## src/rtl/atomic_pkg.sv

```systemverilog
// Shared encodings for the atomic memory controller: AMO funct5 codes, FSM states,
// request kinds and the ID-width helper.
package atomic_pkg;

  localparam logic [4:0] F5_ADD  = 5'b00000;
  localparam logic [4:0] F5_SWAP = 5'b00001;
  localparam logic [4:0] F5_LR   = 5'b00010;
  localparam logic [4:0] F5_SC   = 5'b00011;
  localparam logic [4:0] F5_XOR  = 5'b00100;
  localparam logic [4:0] F5_OR   = 5'b01000;
  localparam logic [4:0] F5_AND  = 5'b01100;
  localparam logic [4:0] F5_MIN  = 5'b10000;
  localparam logic [4:0] F5_MAX  = 5'b10100;
  localparam logic [4:0] F5_MINU = 5'b11000;
  localparam logic [4:0] F5_MAXU = 5'b11100;

  typedef enum logic [2:0] {
    IDLE   = 3'd0,
    ACCESS = 3'd1,
    AMO_RD = 3'd2,
    AMO_EX = 3'd3,
    AMO_WR = 3'd4,
    RESP   = 3'd5
  } state_t;

  typedef enum logic [2:0] {
    K_LOAD  = 3'd0,
    K_STORE = 3'd1,
    K_LR    = 3'd2,
    K_SC    = 3'd3,
    K_AMO   = 3'd4
  } kind_t;

  function automatic int id_width(input int n);
    return (n > 1) ? $clog2(n) : 1;
  endfunction

endpackage

```

## src/rtl/atomic_mem_ctrl_if.sv

```systemverilog
// Bundle of CPU-side request/response and memory-side request/response signals.
// slave = controller view, master = the CPU/memory side that drives the i_* signals.
interface atomic_mem_ctrl_if #(
  parameter int XLEN  = 32,
  parameter int N_IDS = 2
);
  localparam int ID_W = atomic_pkg::id_width(N_IDS);

  // CPU request / response
  logic              i_bus_en;
  logic              i_wr_en;
  logic              i_atomic;
  logic [XLEN-1:0]   i_addr;
  logic [XLEN-1:0]   i_wr_data;
  logic [XLEN/8-1:0] i_byte_en;
  logic [ID_W-1:0]   i_id;
  logic [6:0]        i_operation;
  logic              o_ack;
  logic [XLEN-1:0]   o_rd_data;
  logic              o_busy;

  // Memory request / response
  logic              o_bus_en;
  logic              o_wr_en;
  logic [XLEN-1:0]   o_addr;
  logic [XLEN-1:0]   o_wr_data;
  logic [XLEN/8-1:0] o_byte_en;
  logic              i_ack;
  logic [XLEN-1:0]   i_rd_data;

  modport slave (
    input  i_bus_en, i_wr_en, i_atomic, i_addr, i_wr_data, i_byte_en, i_id, i_operation,
    input  i_ack, i_rd_data,
    output o_ack, o_rd_data, o_busy,
    output o_bus_en, o_wr_en, o_addr, o_wr_data, o_byte_en
  );

  modport master (
    output i_bus_en, i_wr_en, i_atomic, i_addr, i_wr_data, i_byte_en, i_id, i_operation,
    output i_ack, i_rd_data,
    input  o_ack, o_rd_data, o_busy,
    input  o_bus_en, o_wr_en, o_addr, o_wr_data, o_byte_en
  );

endinterface

```

## src/rtl/amo_alu.sv

```systemverilog
// Combinational AMO read-modify-write datapath: new memory value from funct5, old value and operand.
// Unknown funct5 codes write the old value back unchanged.
module amo_alu
  import atomic_pkg::*;
#(
  parameter int XLEN = 32
) (
  input  logic [4:0]      funct5,
  input  logic [XLEN-1:0] old_val,
  input  logic [XLEN-1:0] operand,
  output logic [XLEN-1:0] result
);

  always_comb begin
    result = old_val;
    case (funct5)
      F5_ADD:  result = old_val + operand;
      F5_SWAP: result = operand;
      F5_XOR:  result = old_val ^ operand;
      F5_OR:   result = old_val | operand;
      F5_AND:  result = old_val & operand;
      F5_MIN:  result = ($signed(old_val) < $signed(operand)) ? old_val : operand;
      F5_MAX:  result = ($signed(old_val) > $signed(operand)) ? old_val : operand;
      F5_MINU: result = (old_val < operand) ? old_val : operand;
      F5_MAXU: result = (old_val > operand) ? old_val : operand;
      default: result = old_val;
    endcase
  end

endmodule

```

## src/rtl/atomic_mem_ctrl.sv

```systemverilog
// Atomic memory controller: plain loads/stores, AMO read-modify-write and LR/SC in front of one memory port.
// Build option ATOMIC_LRSC_EN adds the per-hart reservation table; without it LR is a plain load and SC always fails.
module atomic_mem_ctrl
  import atomic_pkg::*;
#(
  parameter int XLEN  = 32,
  parameter int N_IDS = 2
) (
  input  logic   i_clk,
  input  logic   i_rst,
  atomic_mem_ctrl_if.slave bus,
  output state_t o_state
);

  localparam int ID_W = id_width(N_IDS);
  localparam int BE_W = XLEN / 8;

  // Handshake: a CPU request is taken only in IDLE on an edge where i_bus_en is high; a memory
  // request completes on the edge where o_bus_en and i_ack are both high; o_ack pulses one cycle.

  state_t          state_q, state_d;
  kind_t           kind_q, kind_d;
  logic [ID_W-1:0] id_q, id_d;
  logic [4:0]      f5_q, f5_d;
  logic [XLEN-1:0] operand_q, operand_d;
  logic [XLEN-1:0] old_q, old_d;
  logic            bus_en_q, bus_en_d;
  logic            wr_en_q, wr_en_d;
  logic            ack_q, ack_d;
  logic            busy_q;
  logic [XLEN-1:0] addr_q, addr_d;
  logic [XLEN-1:0] wr_data_q, wr_data_d;
  logic [XLEN-1:0] rd_data_q, rd_data_d;
  logic [BE_W-1:0] be_q, be_d;

  logic [XLEN-1:0] alu_result;
  logic [4:0]      req_f5;
  logic            sc_grant;
  logic            sc_clear;
  logic            wr_done;
  logic            lr_done;

  assign req_f5 = bus.i_operation[6:2];

  always_ff @(posedge i_clk) begin
    if (!i_rst) begin
      state_q   <= IDLE;
      kind_q    <= K_LOAD;
      id_q      <= '0;
      f5_q      <= '0;
      operand_q <= '0;
      old_q     <= '0;
      bus_en_q  <= 1'b0;
      wr_en_q   <= 1'b0;
      ack_q     <= 1'b0;
      busy_q    <= 1'b0;
      addr_q    <= '0;
      wr_data_q <= '0;
      rd_data_q <= '0;
      be_q      <= '0;
    end else begin
      state_q   <= state_d;
      kind_q    <= kind_d;
      id_q      <= id_d;
      f5_q      <= f5_d;
      operand_q <= operand_d;
      old_q     <= old_d;
      bus_en_q  <= bus_en_d;
      wr_en_q   <= wr_en_d;
      ack_q     <= ack_d;
      busy_q    <= (state_d != IDLE);
      addr_q    <= addr_d;
      wr_data_q <= wr_data_d;
      rd_data_q <= rd_data_d;
      be_q      <= be_d;
    end
  end

  always_comb begin
    state_d   = state_q;
    kind_d    = kind_q;
    id_d      = id_q;
    f5_d      = f5_q;
    operand_d = operand_q;
    old_d     = old_q;
    bus_en_d  = bus_en_q;
    wr_en_d   = wr_en_q;
    ack_d     = 1'b0;
    addr_d    = addr_q;
    wr_data_d = wr_data_q;
    rd_data_d = rd_data_q;
    be_d      = be_q;
    sc_clear  = 1'b0;
    wr_done   = 1'b0;
    lr_done   = 1'b0;

    case (state_q)
      IDLE: begin
        if (bus.i_bus_en) begin
          addr_d    = bus.i_addr;
          be_d      = bus.i_byte_en;
          id_d      = bus.i_id;
          f5_d      = req_f5;
          operand_d = bus.i_wr_data;
          wr_data_d = bus.i_wr_data;
          if (!bus.i_atomic) begin
            kind_d   = bus.i_wr_en ? K_STORE : K_LOAD;
            state_d  = ACCESS;
            bus_en_d = 1'b1;
            wr_en_d  = bus.i_wr_en;
          end else if (req_f5 == F5_LR) begin
            kind_d   = K_LR;
            state_d  = ACCESS;
            bus_en_d = 1'b1;
            wr_en_d  = 1'b0;
          end else if (req_f5 == F5_SC) begin
            kind_d   = K_SC;
            sc_clear = 1'b1;
            if (sc_grant) begin
              state_d  = ACCESS;
              bus_en_d = 1'b1;
              wr_en_d  = 1'b1;
            end else begin
              // Failed SC never touches memory
              state_d = RESP;
            end
          end else begin
            kind_d   = K_AMO;
            state_d  = AMO_RD;
            bus_en_d = 1'b1;
            wr_en_d  = 1'b0;
          end
        end
      end

      ACCESS: begin
        if (bus.i_ack) begin
          state_d  = IDLE;
          bus_en_d = 1'b0;
          wr_en_d  = 1'b0;
          ack_d    = 1'b1;
          wr_done  = wr_en_q;
          lr_done  = (kind_q == K_LR);
          if ((kind_q == K_LOAD) || (kind_q == K_LR)) rd_data_d = bus.i_rd_data;
          else                                        rd_data_d = '0;
        end
      end

      AMO_RD: begin
        if (bus.i_ack) begin
          old_d    = bus.i_rd_data;
          state_d  = AMO_EX;
          bus_en_d = 1'b0;
        end
      end

      AMO_EX: begin
        wr_data_d = alu_result;
        bus_en_d  = 1'b1;
        wr_en_d   = 1'b1;
        state_d   = AMO_WR;
      end

      AMO_WR: begin
        if (bus.i_ack) begin
          state_d   = IDLE;
          bus_en_d  = 1'b0;
          wr_en_d   = 1'b0;
          ack_d     = 1'b1;
          wr_done   = 1'b1;
          rd_data_d = old_q;
        end
      end

      RESP: begin
        state_d   = IDLE;
        ack_d     = 1'b1;
        rd_data_d = {{(XLEN-1){1'b0}}, 1'b1};
      end

      default: begin
        state_d  = IDLE;
        bus_en_d = 1'b0;
        wr_en_d  = 1'b0;
      end
    endcase
  end

  amo_alu #(.XLEN(XLEN)) u_amo_alu (
    .funct5  (f5_q),
    .old_val (old_q),
    .operand (operand_q),
    .result  (alu_result)
  );

`ifdef ATOMIC_LRSC_EN
  logic [N_IDS-1:0] res_valid_q;
  logic [XLEN-3:0]  res_addr_q [N_IDS];

  assign sc_grant = res_valid_q[bus.i_id] && (res_addr_q[bus.i_id] == bus.i_addr[XLEN-1:2]);

  // Write snoop runs first so an LR completing later re-arms its own entry cleanly
  always_ff @(posedge i_clk) begin
    if (!i_rst) begin
      res_valid_q <= '0;
      for (int i = 0; i < N_IDS; i++) res_addr_q[i] <= '0;
    end else begin
      for (int i = 0; i < N_IDS; i++) begin
        if (wr_done && (res_addr_q[i] == addr_q[XLEN-1:2])) res_valid_q[i] <= 1'b0;
      end
      if (sc_clear) res_valid_q[bus.i_id] <= 1'b0;
      if (lr_done) begin
        res_valid_q[id_q] <= 1'b1;
        res_addr_q[id_q]  <= addr_q[XLEN-1:2];
      end
    end
  end
`else
  logic unused_lrsc;
  assign sc_grant    = 1'b0;
  assign unused_lrsc = ^{sc_clear, wr_done, lr_done, id_q};
`endif

  logic unused_op;
  assign unused_op = ^bus.i_operation[1:0];

  assign bus.o_bus_en  = bus_en_q;
  assign bus.o_wr_en   = wr_en_q;
  assign bus.o_addr    = addr_q;
  assign bus.o_wr_data = wr_data_q;
  assign bus.o_byte_en = be_q;
  assign bus.o_ack     = ack_q;
  assign bus.o_rd_data = rd_data_q;
  assign bus.o_busy    = busy_q;
  assign o_state       = state_q;

endmodule
```

## src/flat_wrapper.sv

```systemverilog
// flat-port wrapper written by rule: the top's interface ports become plain ports
module atomic_mem_ctrl_flat import atomic_pkg::*;
#(
  parameter int XLEN  = 32,
  parameter int N_IDS = 2
)
  (i_clk, i_rst, o_state, bus_i_bus_en, bus_i_wr_en, bus_i_atomic, bus_i_addr, bus_i_wr_data, bus_i_byte_en, bus_i_id, bus_i_operation, bus_i_ack, bus_i_rd_data, bus_o_ack, bus_o_rd_data, bus_o_busy, bus_o_bus_en, bus_o_wr_en, bus_o_addr, bus_o_wr_data, bus_o_byte_en);
  atomic_mem_ctrl_if #(.XLEN(XLEN), .N_IDS(N_IDS)) bus_i ();
  input  logic i_clk;
  input  logic i_rst;
  output state_t o_state;
  input wire logic [$bits(bus_i.i_bus_en)-1:0] bus_i_bus_en;
  input wire logic [$bits(bus_i.i_wr_en)-1:0] bus_i_wr_en;
  input wire logic [$bits(bus_i.i_atomic)-1:0] bus_i_atomic;
  input wire logic [$bits(bus_i.i_addr)-1:0] bus_i_addr;
  input wire logic [$bits(bus_i.i_wr_data)-1:0] bus_i_wr_data;
  input wire logic [$bits(bus_i.i_byte_en)-1:0] bus_i_byte_en;
  input wire logic [$bits(bus_i.i_id)-1:0] bus_i_id;
  input wire logic [$bits(bus_i.i_operation)-1:0] bus_i_operation;
  input wire logic [$bits(bus_i.i_ack)-1:0] bus_i_ack;
  input wire logic [$bits(bus_i.i_rd_data)-1:0] bus_i_rd_data;
  output wire logic [$bits(bus_i.o_ack)-1:0] bus_o_ack;
  output wire logic [$bits(bus_i.o_rd_data)-1:0] bus_o_rd_data;
  output wire logic [$bits(bus_i.o_busy)-1:0] bus_o_busy;
  output wire logic [$bits(bus_i.o_bus_en)-1:0] bus_o_bus_en;
  output wire logic [$bits(bus_i.o_wr_en)-1:0] bus_o_wr_en;
  output wire logic [$bits(bus_i.o_addr)-1:0] bus_o_addr;
  output wire logic [$bits(bus_i.o_wr_data)-1:0] bus_o_wr_data;
  output wire logic [$bits(bus_i.o_byte_en)-1:0] bus_o_byte_en;
  assign bus_i.i_bus_en = bus_i_bus_en;
  assign bus_i.i_wr_en = bus_i_wr_en;
  assign bus_i.i_atomic = bus_i_atomic;
  assign bus_i.i_addr = bus_i_addr;
  assign bus_i.i_wr_data = bus_i_wr_data;
  assign bus_i.i_byte_en = bus_i_byte_en;
  assign bus_i.i_id = bus_i_id;
  assign bus_i.i_operation = bus_i_operation;
  assign bus_i.i_ack = bus_i_ack;
  assign bus_i.i_rd_data = bus_i_rd_data;
  assign bus_o_ack = bus_i.o_ack;
  assign bus_o_rd_data = bus_i.o_rd_data;
  assign bus_o_busy = bus_i.o_busy;
  assign bus_o_bus_en = bus_i.o_bus_en;
  assign bus_o_wr_en = bus_i.o_wr_en;
  assign bus_o_addr = bus_i.o_addr;
  assign bus_o_wr_data = bus_i.o_wr_data;
  assign bus_o_byte_en = bus_i.o_byte_en;
  atomic_mem_ctrl #(.XLEN(XLEN), .N_IDS(N_IDS)) u_core (.i_clk(i_clk), .i_rst(i_rst), .bus(bus_i), .o_state(o_state));
endmodule
```

## config.mk

```make
export PLATFORM = sky130hd
export DESIGN_NAME = atomic_mem_ctrl_flat
export DESIGN_NICKNAME = d
export VERILOG_FILES = /design/src/rtl/atomic_pkg.sv /design/src/rtl/atomic_mem_ctrl_if.sv /design/src/rtl/amo_alu.sv /design/src/rtl/atomic_mem_ctrl.sv /design/src/flat_wrapper.sv
export SDC_FILE = /design/constraint.sdc
export NUM_CORES = 1
export LEC_CHECK = 0
export CAP_MARGIN = 40
export CORE_MARGIN = 8
export CORE_UTILIZATION = 53
export DETAILED_ROUTE_END_ITERATION = 8
export PLACE_DENSITY_LB_ADDON = 0.1
export REMOVE_ABC_BUFFERS = 1
export SLEW_MARGIN = 20
export SYNTH_ARGS = -nofsm -noshare
export SYNTH_HDL_FRONTEND = slang
export SYNTH_SLANG_ARGS = --single-unit
```

## constraint.sdc

```tcl
create_clock -name i_clk -period 4.46 [get_ports i_clk]
set_input_delay 0.669 -clock i_clk [delete_from_list [all_inputs] [get_ports i_clk]]
set_output_delay 0.669 -clock i_clk [all_outputs]
set_load 0.02 [all_outputs]
```

==> impl_metrics.py, run 1 <==
metrics = {
    "final_layout": {
        "multi_input_area_sq_mm": 0.007104,
        "final_common_cell": "nand2_1",
        "final_layout_size_suffix_gt1_share_pct": 7.050,
        "final_core_util_pct": 68.84,
        "n_fill_cell": 1765,
        "n_antenna_cell": 0,
        "seq_area_sq_mm": 0.003563,
        "final_cell_mix": "286 x nand2_1, 217 x clkdlybuf4s50_1, 199 x a21oi_1",
        "fin_nets": 1886,
        "syn_to_final_growth_pct": 27.21,
    },
    "power_and_ir_drop": {
        "powerDensity_mw_per_mm2": 323.6,
        "vdd_drop_max_v": 0.0002745,
        "p_leak_nw": 5.601,
    },
    "cts": {
        "clock_latency_ns": 0.44,
        "cts_resized": 0,
        "cts_tree": "yes",
        "htree_levels": 4,
        "path_clk_slew_ns": 0.08,
        "postCtsHoldBufs": 0,
        "cts_buffer_depth": 2,
        "numCtsBuffers": 17,
        "cts_sinks": 178,
        "post_cts_buffers": 0,
        "cts_root_buf": "clkbuf_16",
    },
    "sta": {
        "finalClockSkew_ns": 0.01293,
        "setup_ws_ns": 0.3169,
        "rsz0062_at_grt": "no",
        "period_share_pct": 92.89,
        "min_period_ns": 4.143,
        "drv_slew": 0,
        "hold_viol": 0,
        "tightest_slew_ns": 0.8254,
        "setup_viol": 0,
        "slew_headroom_pct": 44.97,
        "whs_ns": 0.4548,
        "max_freq_mhz": 241.4,
    },
    "global_route": {
        "grt_usage_pct": 27.62,
        "antenna_found_initial": 0,
        "grt_pass1_vias": 11420,
        "grt_start_max_net_pins": 75,
        "grt_pass1_wl_um": 59860,
        "overflow": 0,
    },
    "placed_design": {
        "dp_hpwl_um": 26540,
        "port_buffers": 217,
        "place_congestion": 0.9326,
        "dp_slack_ns": 0.4151,
    },
    "setup_path": {
        "path_buf_inv": 2,
        "cpLargestDelayFamily": "simple AND/OR/NAND/NOR gates",
        "arrival_ns": 4.43,
        "cp-start-kind": "flop",
        "crit_chain": "inv_1 > ha_1 > nor4_2 > nand4_1 > o311ai_1 > o2111ai_1 > and2_1 > buf_12 > a2111oi_2 > a221oi_2",
        "worstSetupEndpointType": "flop",
        "cpPeakStageDelay_ns": 0.56,
        "cpMaxStageDelayCell": "nor4_2",
        "crit_required_ns": 4.75,
        "critPathMaxFanout": 16,
        "crit_type": "flop to flop",
    },
    "logic_synthesis": {
        "netlist.area_leader.share_pct": 31.23,
        "ys_top_cells_by_area": "dfxtp_1 31%, ha_1 11%, nand2_1 9.4%, a21oi_1 8.8%, clkbuf_1 2.8%",
        "ys_ff_latch": 178,
        "synth_cell_types": 75,
        "syn_inst": 1504,
        "synthArstFlopShare_pct": 0,
        "yosysWarnings": 0,
        "synthFlopType": "dfxtp_1",
        "yosysTopAreaCell": "dfxtp_1",
        "ys_seq_area_share_pct": 31.23,
        "synth_edf_count": 0,
        "syn_avg_cell_area_sq_um": 7.587,
        "synth_area_sq_mm": 0.01141,
    },
    "floorplan": {
        "initial_core_util_pct": 54.11,
        "num_rows": 53,
        "design.die.area_sq_mm": 0.02648,
        "die_w_um": 162.7,
        "core-area_sq_mm": 0.02109,
        "io_pins": 221,
        "die_h_um": 162.7,
    },
    "route": {
        "vias": 11770,
        "drcViolationCount": 0,
        "drtAntennaViolNets": 0,
        "wl_um": 37600,
        "drt_iter0_drc": 1036,
        "via_per_inst": 5.993,
        "drt_first_pass_iters": 5,
        "wl_per_cell_um": 19.15,
    },
    "status": {
        "run_status": "complete, no violations",
    },
    "flow_run": {
        "maxCapViolations": 0,
    },
    "hold_path": {
        "min-delay-path-class": "flop to flop",
    },
}
[routing by layer]
metal,GRT usage (%),vias up,share of wire (%)
li1,-,5722,-
met1,34.05,5569,43
met2,47.66,415,49
met3,5.056,59,6.3
met4,9.133,0,1.8
met5,0,-,0
[Yosys cell counts, drive strengths merged (14+ instances only)]
cell	count
nand2	286
a21oi	200
dfxtp	178
ha	96
clkbuf	84
inv	83
nor2	81
o21ai	55
a221oi	40
a211oi	39
a22oi	35
buf	29
o31ai	29
nand3	21
a31oi	18
nor3	18
or3	15
a221o	14
[metrics by stage]
| step | TNS, ns | cells | cell area (sq um) | power, mW |
|---|---|---|---|---|
| after CTS | 0 | 1958 | 14440 | 4.678 |
| after floorplan | -282.00 | 1391 | 10930 | 2.607 |
| final | 0 | 1963 | 14520 | 4.698 |
| after global routing | 0 | 1963 | 14520 | 4.922 |
| after global placement | 0 | 1925 | 13840 | 3.175 |
| after detailed placement | 0 | 1926 | 13870 | 3.203 |
[final timing paths]
path	startpoint	slack, ns	to	cells past startpoint
setup reg to reg	u_core.old_q[30]	0.32	u_core.bus.o_wr_data[13]	10
setup / recovery	u_core.old_q[30]	0.32	u_core.bus.o_wr_data[13]	10
hold / removal	u_core.bus.o_addr[11]	0.45	u_core.bus.o_addr[11]	2
hold reg to reg	u_core.bus.o_addr[11]	0.45	u_core.bus.o_addr[11]	2
[cell type report]
cell class                 count  area share [%]
clock inverter                14           1.008
inverter                      83           2.163
clock buffer                  18           2.956
tap                          275           2.370
multi-input combinational   1130           48.94
sequential                   178           24.55
timing repair buffer         265           18.01
[sequential cells by signal, indices dropped and copies added, names as in the netlist]
register,flops
u_core.bus.o_busy,1
u_core.bus.o_rd_data,32
u_core.bus.o_byte_en,4
u_core.kind_q,2
u_core.bus.o_wr_en,1
u_core.bus.o_bus_en,1
u_core.bus.o_addr,32
u_core.operand_q,32
u_core.bus.o_wr_data,32
u_core.bus.o_ack,1
u_core.old_q,32
u_core.f5_q,5
u_core.o_state,3
[where the power goes]
| part | total [mW] | switching, mW | internal (mW) |
|---|---|---|---|
| Clock | 1.49 | 0.748 | 0.746 |
| Sequential | 1.82 | 0.106 | 1.71 |
| Combinational | 1.38 | 0.820 | 0.564 |
| Total | 4.70 | 1.68 | 3.02 |
[kinds of logic (layout without fill, tap and decap cells)]
family,Yosys count,count (layout),synth area share (%)
muxes,8,8,0.7018
buffers and inverters,196,380,6.952
adders and majority gates,97,97,10.70
AOI/OAI and AO/OA,517,517,30.31
xor gates and xnor gates,12,12,0.9211
DFF,178,178,31.23
and+or+nand+nor,496,496,19.19
[worst min-delay path, cell delays in order, from the launching register on]
cell and delay, ns:
dfxtp_1 0.31, nand2_1 0.05, a21oi_1 0.05
(Power assumes the default switching activity.)
==> inputs of run 2 (changes only) <==
--- a/config.mk
+++ b/config.mk
@@ -6,11 +6,12 @@
 export NUM_CORES = 1
 export LEC_CHECK = 0
 export CAP_MARGIN = 40
-export CORE_MARGIN = 8
+export CORE_MARGIN = 2
 export CORE_UTILIZATION = 53
 export DETAILED_ROUTE_END_ITERATION = 8
 export PLACE_DENSITY_LB_ADDON = 0.1
 export REMOVE_ABC_BUFFERS = 1
+export SKIP_LAST_GASP = 1
 export SLEW_MARGIN = 20
 export SYNTH_ARGS = -nofsm -noshare
 export SYNTH_HDL_FRONTEND = slang
==> run 2 against run 1 <==
Sequential cell count stayed put. Worst hold slack worse by 0.0016 ns. Clock skew is 0.0025 ns lower. First-iteration DRC count is 9.1% lower. Non-clock buffer count is 9 lower. Final cell count is 0.51% lower. Critical endpoint unchanged.
==> impl_metrics.py, run 2 (synthesized netlist as in run 1, its figures left out) <==
metrics = {
    "sta": {
        "whs_ns": 0.4532,
        "setup_viol": 0,
        "slew_headroom_pct": 46.17,
        "period_share_pct": 89.84,
        "rsz0062_at_grt": "no",
        "finalClockSkew_ns": 0.01039,
        "min_period_ns": 4.007,
        "tightest_slew_ns": 0.8075,
        "drv_slew": 0,
        "hold_viol": 0,
        "setup_ws_ns": 0.4530,
        "max_freq_mhz": 249.6,
    },
    "route": {
        "drcViolationCount": 0,
        "drtAntennaViolNets": 0,
        "via_per_inst": 6.086,
        "vias": 11890,
        "drt_iter0_drc": 942,
        "wl_um": 35950,
        "drt_first_pass_iters": 6,
        "wl_per_cell_um": 18.41,
    },
    "hold_path": {
        "hp-start": "u_core.bus.o_addr[7]",
        "min-delay-path-class": "flop to flop",
        "holdPathStages": 2,
        "holdPathEnd": "u_core.bus.o_addr[7]",
    },
    "floorplan": {
        "design.die.area_sq_mm": 0.02272,
        "die_h_um": 150.7,
        "num_rows": 53,
        "die_w_um": 150.7,
        "io_pins": 221,
        "initial_core_util_pct": 54.11,
        "core-area_sq_mm": 0.02109,
    },
    "final_layout": {
        "final_core_util_pct": 68.86,
        "final_common_cell": "nand2_1",
        "final_layout_size_suffix_gt1_share_pct": 6.555,
        "syn_to_final_growth_pct": 27.26,
        "n_antenna_cell": 0,
        "multi_input_area_sq_mm": 0.007104,
        "final_cell_mix": "286 x nand2_1, 217 x clkdlybuf4s50_1, 199 x a21oi_1",
        "n_fill_cell": 1832,
        "fin_nets": 1877,
        "seq_area_sq_mm": 0.003563,
    },
    "global_route": {
        "antenna_found_initial": 0,
        "overflow": 0,
        "grt_pass1_vias": 11090,
        "grt_start_max_net_pins": 72,
        "grt_usage_pct": 31.10,
        "grt_pass1_wl_um": 56460,
    },
    "flow_run": {
        "maxCapViolations": 0,
    },
    "placed_design": {
        "place_congestion": 0.9427,
        "dp_slack_ns": 0.6378,
        "port_buffers": 217,
        "dp_hpwl_um": 24350,
    },
    "setup_path": {
        "rr_startpoint": "u_core.old_q[15]",
        "rr_worst_depth": 10,
        "crit_required_ns": 4.74,
        "r2r-end": "u_core.bus.o_wr_data[13]",
        "cp-start-kind": "flop",
        "critPathMaxFanout": 11,
        "ff2ff_setup_slack_ns": 0.45,
        "worstSetupEndpointType": "flop",
        "arrival_ns": 4.29,
        "crit_type": "flop to flop",
    },
    "cts": {
        "cts_root_buf": "clkbuf_16",
        "numCtsBuffers": 17,
        "htree_levels": 4,
        "cts_resized": 0,
        "clock_latency_ns": 0.44,
        "cts_tree": "yes",
        "postCtsHoldBufs": 0,
        "post_cts_buffers": 0,
        "cts_sinks": 178,
        "cts_buffer_depth": 2,
        "path_clk_slew_ns": 0.07,
    },
    "status": {
        "run_status": "complete, no violations",
    },
    "power_and_ir_drop": {
        "p_leak_nw": 5.599,
        "powerDensity_mw_per_mm2": 333.6,
        "vdd_drop_max_v": 0.0002831,
    },
}
run 2: layout make-up:
type                            count  area share [%]
Multi-Input combinational cell   1130           48.92
Sequential cell                   178           24.54
Timing Repair Buffer              256           17.63
Clock buffer                       18           3.024
Tap cell                          275           2.369
Inverter                           83           2.163
Clock inverter                     13           1.353
run 2: how the worst max path moves through the flow:
stage | start | to | slack (ns) | cells after the start
after floorplan | u_core.o_state[2] | u_core.bus.o_wr_data[25] | -3.22 | 5
after global placement | u_core.old_q[15] | u_core.bus.o_wr_data[13] | 0.69 | 10
after detailed placement | u_core.old_q[15] | u_core.bus.o_wr_data[13] | 0.64 | 10
after CTS | u_core.old_q[15] | u_core.bus.o_wr_data[13] | 0.60 | 10
after global routing | u_core.old_q[15] | u_core.bus.o_wr_data[13] | 0.30 | 11
final | u_core.old_q[15] | u_core.bus.o_wr_data[13] | 0.45 | 10
run 2: power by group:
group          internal [mW]  switching, mW  total (mW)
Sequential              1.71          0.105        1.82
Combinational          0.554          0.816        1.37
Clock                  0.963          0.693        1.66
run 2: per-layer routing:
| layer | GRT usage (%) | up-vias | part of all wire (%) |
|---|---|---|---|
| met1 | 39.81 | 5634 | 43 |
| met4 | 10.70 | 0 | 2.3 |
| met3 | 5.212 | 76 | 6.8 |
| li1 | - | 5701 | - |
| met5 | 0 | - | 0 |
| met2 | 53.00 | 474 | 48 |
run 2: critical path, stage by stage, from the launching register on:
cell	delay, ns
dfxtp_1	0.46
inv_1	0.08
ha_1	0.44
nor4_1	0.66
nand4_1	0.32
o311ai_1	0.51
o2111ai_1	0.31
and2_1	0.32
buf_4	0.22
a2111oi_2	0.44
a221oi_2	0.09
run 2: metrics by stage:
stage	power, mW	std cells	cell area (sq um)	TNS (ns)
floorplan	2.607	1391	10930	-282.00
global placement	3.153	1917	13780	0
detailed placement	3.185	1920	13840	0
CTS	4.836	1951	14480	0
global route	5.069	1953	14520	0
finish	4.844	1953	14520	0
